==> src/rtl/pipe_ctrl.sv <==
// Pipeline hazard controller: per-stage stall/flush vectors, PC redirect,
// load-use and memory-wait sequencing, sticky memory-timeout flag.
// Optional performance counters are built when PIPE_CTRL_PERF_EN is defined.
module pipe_ctrl #(
    parameter int unsigned LOAD_USE_CYCLES = 1,
    parameter int unsigned MEM_TIMEOUT     = 1024
) (
    input  logic        clk,
    input  logic        rst_n,
    input  logic        rs_id_ex_hit_i,
    input  logic        ex_is_load_i,
    input  logic        ex_jump_i,
    input  logic [63:0] ex_jump_addr_i,
    input  logic        mem_req_i,
    input  logic        mem_ready_i,
    output logic [4:0]  stall_o,
    output logic [4:0]  flush_o,
    output logic        jump_o,
    output logic [63:0] jump_addr_o,
    output logic        err_o,
    output logic [31:0] perf_lu_o,
    output logic [31:0] perf_mw_o,
    output logic [31:0] perf_fl_o
);

    localparam int unsigned WaitW = $clog2(MEM_TIMEOUT + 1);
    localparam logic [WaitW-1:0] WaitMax  = WaitW'(MEM_TIMEOUT);
    localparam logic [WaitW-1:0] WaitErr  = WaitW'(MEM_TIMEOUT - 1);
    localparam logic [3:0]       LuReload = 4'(LOAD_USE_CYCLES - 1);

    typedef enum logic [1:0] {StRun, StLdUse, StMWait} state_e;

    state_e           state_q, state_d;
    logic [3:0]       lu_cnt_q, lu_cnt_d;
    logic [WaitW-1:0] wait_cnt_q, wait_cnt_d;
    logic             err_q, err_d;

    logic        memwait, jump, loaduse;
    logic [4:0]  stall, flush;
    logic        jump_int;
    logic [63:0] jump_addr;

    // Prioritised event decode: memory wait > jump > load-use
    always_comb begin
        memwait = mem_req_i & ~mem_ready_i;
        jump    = ex_jump_i & ~memwait;
        loaduse = ~memwait & ~jump &
                  ((rs_id_ex_hit_i & ex_is_load_i) | (state_q == StLdUse && lu_cnt_q != 4'd0));
    end

    // Next-state, counter updates and raw stage-control outputs
    always_comb begin
        state_d    = state_q;
        lu_cnt_d   = lu_cnt_q;
        wait_cnt_d = '0;
        err_d      = err_q;
        stall      = 5'b00000;
        flush      = 5'b00000;
        jump_int   = 1'b0;
        jump_addr  = '0;
        if (memwait) begin
            stall   = 5'b01111;
            flush   = 5'b10000;
            state_d = StMWait;
            wait_cnt_d = (wait_cnt_q < WaitMax) ? wait_cnt_q + WaitW'(1) : wait_cnt_q;
            if (wait_cnt_q >= WaitErr) begin
                err_d = 1'b1;
            end
        end else if (jump) begin
            jump_int  = 1'b1;
            jump_addr = ex_jump_addr_i;
            flush     = 5'b00110;
            state_d   = StRun;
            lu_cnt_d  = 4'd0;
        end else if (loaduse) begin
            stall = 5'b00011;
            flush = 5'b00100;
            if (state_q == StLdUse) begin
                lu_cnt_d = lu_cnt_q - 4'd1;
                state_d  = (lu_cnt_q == 4'd1) ? StRun : StLdUse;
            end else begin
                lu_cnt_d = LuReload;
                state_d  = (LOAD_USE_CYCLES > 1) ? StLdUse : StRun;
            end
        end else begin
            // Release cycle out of a memory wait resumes any interrupted load-use
            state_d = (lu_cnt_q != 4'd0) ? StLdUse : StRun;
        end
    end

    // State, counters and sticky error flag
    always_ff @(posedge clk or negedge rst_n) begin
        if (!rst_n) begin
            state_q    <= StRun;
            lu_cnt_q   <= 4'd0;
            wait_cnt_q <= '0;
            err_q      <= 1'b0;
        end else begin
            state_q    <= state_d;
            lu_cnt_q   <= lu_cnt_d;
            wait_cnt_q <= wait_cnt_d;
            err_q      <= err_d;
        end
    end

    // Outputs are forced quiet while reset is asserted
    assign stall_o     = rst_n ? stall : 5'b00000;
    assign flush_o     = rst_n ? flush : 5'b00000;
    assign jump_o      = rst_n & jump_int;
    assign jump_addr_o = rst_n ? jump_addr : 64'd0;
    assign err_o       = rst_n & err_q;

`ifdef PIPE_CTRL_PERF_EN
    logic [31:0] perf_lu_q, perf_lu_d, perf_mw_q, perf_mw_d, perf_fl_q, perf_fl_d;

    // Saturating event counters
    always_comb begin
        perf_lu_d = perf_lu_q;
        perf_mw_d = perf_mw_q;
        perf_fl_d = perf_fl_q;
        if (loaduse && perf_lu_q != 32'hFFFF_FFFF) perf_lu_d = perf_lu_q + 32'd1;
        if (memwait && perf_mw_q != 32'hFFFF_FFFF) perf_mw_d = perf_mw_q + 32'd1;
        if (jump && perf_fl_q != 32'hFFFF_FFFF)    perf_fl_d = perf_fl_q + 32'd1;
    end

    // Counter registers
    always_ff @(posedge clk or negedge rst_n) begin
        if (!rst_n) begin
            perf_lu_q <= 32'd0;
            perf_mw_q <= 32'd0;
            perf_fl_q <= 32'd0;
        end else begin
            perf_lu_q <= perf_lu_d;
            perf_mw_q <= perf_mw_d;
            perf_fl_q <= perf_fl_d;
        end
    end

    assign perf_lu_o = rst_n ? perf_lu_q : 32'd0;
    assign perf_mw_o = rst_n ? perf_mw_q : 32'd0;
    assign perf_fl_o = rst_n ? perf_fl_q : 32'd0;
`else
    assign perf_lu_o = 32'd0;
    assign perf_mw_o = 32'd0;
    assign perf_fl_o = 32'd0;
`endif

endmodule

==> config.mk <==
export PLATFORM = sky130hd
export DESIGN_NAME = pipe_ctrl
export DESIGN_NICKNAME = d
export VERILOG_FILES = /design/src/rtl/pipe_ctrl.sv
export SDC_FILE = /design/constraint.sdc
export NUM_CORES = 1
export LEC_CHECK = 0
export CORE_MARGIN = 4
export CORE_UTILIZATION = 28
export DETAILED_ROUTE_END_ITERATION = 8
export PLACE_DENSITY = 0.82
export SYNTH_ARGS = -nofsm -noshare
export SYNTH_HDL_FRONTEND = slang
export SYNTH_SLANG_ARGS = --single-unit
==> constraint.sdc <==
create_clock -name clk -period 2.4 [get_ports clk]
set_clock_uncertainty 0.05 [all_clocks]
set_input_delay 0.48 -clock clk [delete_from_list [all_inputs] [get_ports clk]]
set_output_delay 0.48 -clock clk [all_outputs]
set_load 0.005 [all_outputs]
==> out/metrics.csv <==
metric;value;unit
R2R cell count;8;
initial core utilization;0.295;
WP data arrival;1.85;ns
number of vias per cell;3.75;
Cell Int Power;0.678;mW
Final Wtd Congestion;0.791;
synthesized cell area;0.00219;mm2
Tot Pwr;0.942;mW
TritonCTS clock tree;done;
clock share of power;0.270;
post-route ant nets;0;
antenna cells;0;
GRT Util Overall;0.152;
crit end category;output port;
GRT Residual Overflow;0;
CP endpoint;stall_o[0];
core area;0.00741;mm2
Slowest-stage cell, CP;dfrtp_1;
final worst setup slack;0.0171;ns
distinct cell type count after synthesis;37;
setup TNS;0;ns
synthesized area per cell;8.01;um2
dpl cells;513;
drt drc;0;
pin count of the biggest net entering global routing;18;
FP Rows;31;
total vias in the final route;2012;
RSZ-0062 raised after global routing;yes;
clk root buf;clkbuf_8;
max frequency;0.420;GHz
Yosys top cell by area;buf_4;
Routed WL;8090;um
Final Cycle Share;0.993;
top post-synthesis cells by area;buf_4 (36%), dfrtp_1 (21%), and2_1 (19%);
Final Cell Area;0.00354;mm2
Synth Warn #;0;
top layer in use;met4;
fin crit period;2.38;ns
share of cells above drive strength 1;0.235;
final net count;514;
Synth Instances;273;
met1 wire length;2610;um
hold slack final;0.224;ns
FF-to-FF Start;lu_cnt_q[0];
CP Class;reg2out;
commonest non-fill, non-tap cell in the layout;conb_1;
register share of total power;0.331;
met3 WL;809;um
status;completed;
crit start category;register;
CTS Sinks;18;
Clock transition at path regs;0.07;ns
post-synthesis sequential area ratio;0.206;
CP peak stage delay;0.39;ns
antenna violations before repair;0;
Synth Register Bits;18;
fin util;0.477;
H-tree depth;1;
vias in the first global route;1890;
Clk Latency, worst-skew pair;0.26;ns
Crit Path Max Fanout;2;
commonest non-fill, non-tap cells in the layout;conb_1 (99), clkdlybuf4s50_1 (68), and2_1 (63);
combinational power share;0.399;
Critical Path RT;1.87;ns
first-pass GRT wire length;10600;um
reg2reg end;lu_cnt_q[2];
PortBufs;143;
First DRT Iteration DRCs;25;
clock tree buffer depth;2;
I/O Pins;243;
DP Area;0.00341;mm2
VDD IR max;0.233;mV
wire per inst;15.1;um
P_leak;1.94;nW
final hold vios;0;
Die ar.;0.00929;mm2
CP cell instances;inv_2 > ha_4 > or3b_4 > a21o_4 > or2b_1 > a21oi_2 > buf_2;
Buf/Inv on CP;2;
max cap viols;0;
area share of the largest cell type after synthesis;0.357;
Die Height;96.4;um
routed wl met2;4620;um
Post-synth EDFFs;0;
final slew viol count;0;
worst slack, placed;-0.451;ns
Num CTS Buffers;3;
Async SR Flop Fraction;1.00;
Psw;0.264;mW
Hold Path Class;in2async;
P&R area growth vs syn;61.7;%
Post-CTS Hold Fix Bufs;0;
pwr/cell area;267;mW/mm2
Most used DFF post-synth;dfrtp_1;
final setup fails;0;
delay-heaviest family, CP;simple AND/OR/NAND/NOR gates;
Worst path depth;7;
Sw Share;0.280;
DIE WIDTH;96.4;um
First-pass DRT Iterations;4;
reg-to-reg setup timing slack;0.42;ns
Detailed Place HPWL;6140;um
Worst Setup SP;lu_cnt_q[0];
non-filler cells in the finished layout;537;
-- synthesized netlist by cell type, drive strengths merged, types with 3 or more instances --
| cell type | instances |
|---|---|
| nand3 | 4 |
| clkbuf | 8 |
| o21ai | 4 |
| dfrtp | 18 |
| nor3b | 3 |
| inv | 5 |
| nor3 | 5 |
| buf | 105 |
| ha | 4 |
| a21o | 4 |
| nand2 | 4 |
| xnor2 | 5 |
| and2 | 66 |
| xor2 | 3 |
| nor2 | 13 |
-- routing by layer --
layer / vias up / GRT usage
met2: 83 / 0.302
met1: 940 / 0.160
met5: - / 0
met4: 0 / 0.0315
li1: 984 / -
met3: 5 / 0.0372
-- cell type report --
| cell class | instances | area, um2 |
|---|---|---|
| Inverter | 5 | 18.8 |
| Sequential cell | 18 | 450 |
| Multi-Input combinational cell | 235 | 1320 |
| Timing Repair Buffer | 176 | 1570 |
| Clock buffer | 4 | 55.1 |
| Tap cell | 99 | 124 |
| Fill cell | 732 | 3870 |
-- sequential cells by signal (all words and copies together) (netlist names) --
| register | cells |
|---|---|
| err_q | 1 |
| lu_cnt_q | 4 |
| state_q | 2 |
| wait_cnt_q | 11 |
-- power by group through the flow --
stage / clock network, mW / logic [mW] / registers (mW)
floorplan: 0 / 0.230 / 0.317
global placement: 0 / 0.343 / 0.317
detailed placement: 0 / 0.345 / 0.317
CTS: 0.262 / 0.372 / 0.311
global route: 0.282 / 0.414 / 0.312
finish: 0.254 / 0.376 / 0.312
-- timing repair --
| action | 4_1_cts | 5_1_grt |
|---|---|---|
| gates cloned | 6 | 0 |
| buffers inserted | 11 | 4 |
| resized for setup | 242 | 7 |
| pin swaps | 2 | 4 |
| endpoints found under the setup margin | 72 | 19 |
-- worst register-to-register path: stages, from the launching register on --
cell	delay, ns
dfrtp_1	0.39
inv_2	0.09
ha_4	0.13
or3b_4	0.37
buf_4	0.14
buf_4	0.13
o211ai_4	0.21
nor3b_1	0.09
a211o_1	0.27
-- worst min path at each step --
stage           from          end  cells after the start
6_report       rst_n  lu_cnt_q[3]                      3
5_1_grt        rst_n  lu_cnt_q[3]                      3
4_1_cts        err_q        err_q                      1
3_5_place_dp   err_q        err_q                      1
3_3_place_gp   err_q        err_q                      1
2_1_floorplan  rst_n        err_q                      0
-- kinds of logic after synthesis --
family	count (synthesis)	synth area share
AO/OA/AOI/OAI	16	0.0635
flip-flops	18	0.206
multiplexers	1	0.00458
buffers and inverters	118	0.382
other	1	0.00171
adder cells (fa/ha/maj)	4	0.0229
AND/OR/NAND/NOR	107	0.288
XOR/XNOR	8	0.0320
(Power assumes the default switching activity.)
==> edit: new RTL, same settings <==
Set the parameter `MEM_TIMEOUT` to 2048 (it was 1024).
--- a/src/rtl/pipe_ctrl.sv
+++ b/src/rtl/pipe_ctrl.sv
@@ -4,5 +4,5 @@
 module pipe_ctrl #(
     parameter int unsigned LOAD_USE_CYCLES = 1,
-    parameter int unsigned MEM_TIMEOUT     = 1024
+    parameter int unsigned MEM_TIMEOUT     = 2048
 ) (
     input  logic        clk,
Check against the original RTL: no difference found for any inputs over 10 cycles, from zero or initial values and one cycle with rst_n low; that may be too few to reach the edited logic, so the function may still have changed.
==> edit against the unedited design <==
- the flow now finishes with violations (negative setup slack)
- critical path depth is 1 higher
- power shrank 0.60%
- wire length fell by 6.2%
- setup slack lost 0.046 ns
- synthesized area up 2.7%
- final area is 5.9% higher
- non-clock buffer count down 1
- sequential cell count increased by 1
- largest cell class unchanged
==> edit: results (changes against the unedited design) <==
| Metric | Value |
|---|---|
| Met3 wire len | `578 µm (-29%)` |
| Switching power | `265 µW (+0.17%)` |
| Share of cells above drive strength 1 | `13.3% (-10 points)` |
| Largest net degree at the start of global routing | `21 (+3)` |
| Drt initial violations | `31 (+24%)` |
| Post-synth top flop | `dfrtp_1` |
| M1 wire length | `2900 µm (+11%)` |
| Placer congestion estimate | `0.935 (+18%)` |
| WL final | `7590 µm (-6.2%)` |
| Final HPWL DP | `5860 µm (-4.6%)` |
| Fin worst setup slack | `-0.0294 ns (-0.0465 ns)` |
| Register area share after synthesis | `21.2% (+0.57 points)` |
| Final #Nets | `519 (+0.97%)` |
| Power, Total | `937 µW (-0.60%)` |
| Crit-path leading delay family | `simple AND/OR/NAND/NOR gates` |
| Status | `finished, violations left` |
| Largest registers | `wait_cnt_q x12, lu_cnt_q x4, state_q x2` |
| Met3 Use GR | `3.30% (-0.42 points)` |
| Compound-cell area share of the yosys netlist | `6.18% (-0.17 points)` |
| CTS H-tree lvls | `1 (unchanged)` |
| Flop pwr share | `35.2% (+2.1 points)` |
| Worst IR drop on VDD | `0.414 mV (+78%)` |
| Final setup violation count | `2 (+2)` |
| Met2 Use GR | `27.1% (-3.1 points)` |
| Post-synthesis adder-cell area fraction | `2.23% (-0.060 points)` |
| Final hold violation count | `0 (unchanged)` |
| Post-Synth XOR/XNOR Area | `3.51% (+0.31 points)` |
| DR WL met2 | `3990 µm (-14%)` |
| Yosys cell types | `39 (+5.4%)` |
| Failing checks | `negative setup slack` |
| First-pass GRT wire length | `11400 µm (+7.7%)` |
| Top cells by count, synth | `104 x buf_4, 66 x and2_1, 19 x dfrtp_1` |
| Clk power | `221 µW (-13%)` |
| Vias post-DR | `2069 (+2.8%)` |
==> edit: cell count changes in the layout (fill, tap and decap cells not counted), moves of 2 or more <==
cell,change
nor3_1,-3
dlygate4sd2_1,+31
buf_4,+2
buf_2,-46
nor2_1,+3
buf_16,-2
a21oi_1,+2
clkdlybuf4s15_1,+15
clkbuf_2,-2
inv_2,+2
clkdlybuf4s50_1,+2
nor4_1,+2
==> edit: logic make-up after synthesis <==
logic type,after synthesis
adder cells (fa/ha/maj),4
AND/OR/NAND/NOR,109
XOR/XNOR,9
multiplexers,1
buffers and inverters,120
other,1
flip-flops,19
AO/OA/AOI/OAI,16
==> edit: path summary, 6_finish.rpt <==
path	startpoint	to	depth (start not counted)
min reg2reg	err_q	err_q	2
max	lu_cnt_q[1]	stall_o[0]	8
min in group clk	err_q	err_q	2
max in group asynchronous	rst_n	wait_cnt_q[1]	2
min	rst_n	wait_cnt_q[9]	2
max reg2reg	lu_cnt_q[1]	lu_cnt_q[2]	7
==> edit: per-stage QoR <==
step	hold slack, ns	worst slack, ns	cell area (µm²)	cells
after floorplan	0.134	0.296	2610	377
after global placement	0.423	-0.398	3500	526
after detailed placement	0.460	-0.417	3500	526
after CTS	0.288	-0.0863	3750	545
after global routing	0.312	-0.117	3740	545
final	0.286	-0.0294	3740	545
==> edit: layout make-up <==
| type | count | area (µm²) |
|---|---|---|
| clock buffer | 3 | 41.3 |
| timing repair buffer | 175 | 1720 |
| fill | 747 | 4020 |
| tap | 102 | 128 |
| clock inverter | 1 | 5.00 |
| sequential | 19 | 475 |
| inverter | 7 | 28.8 |
| multi-input combinational | 238 | 1350 |
==> edit: timing repair <==
item	4_1_cts	5_1_grt
gates resized for setup	121	6
pin swaps	4	0
setup endpoints to repair	73	20
setup buffers	10	2
cloned	5	0
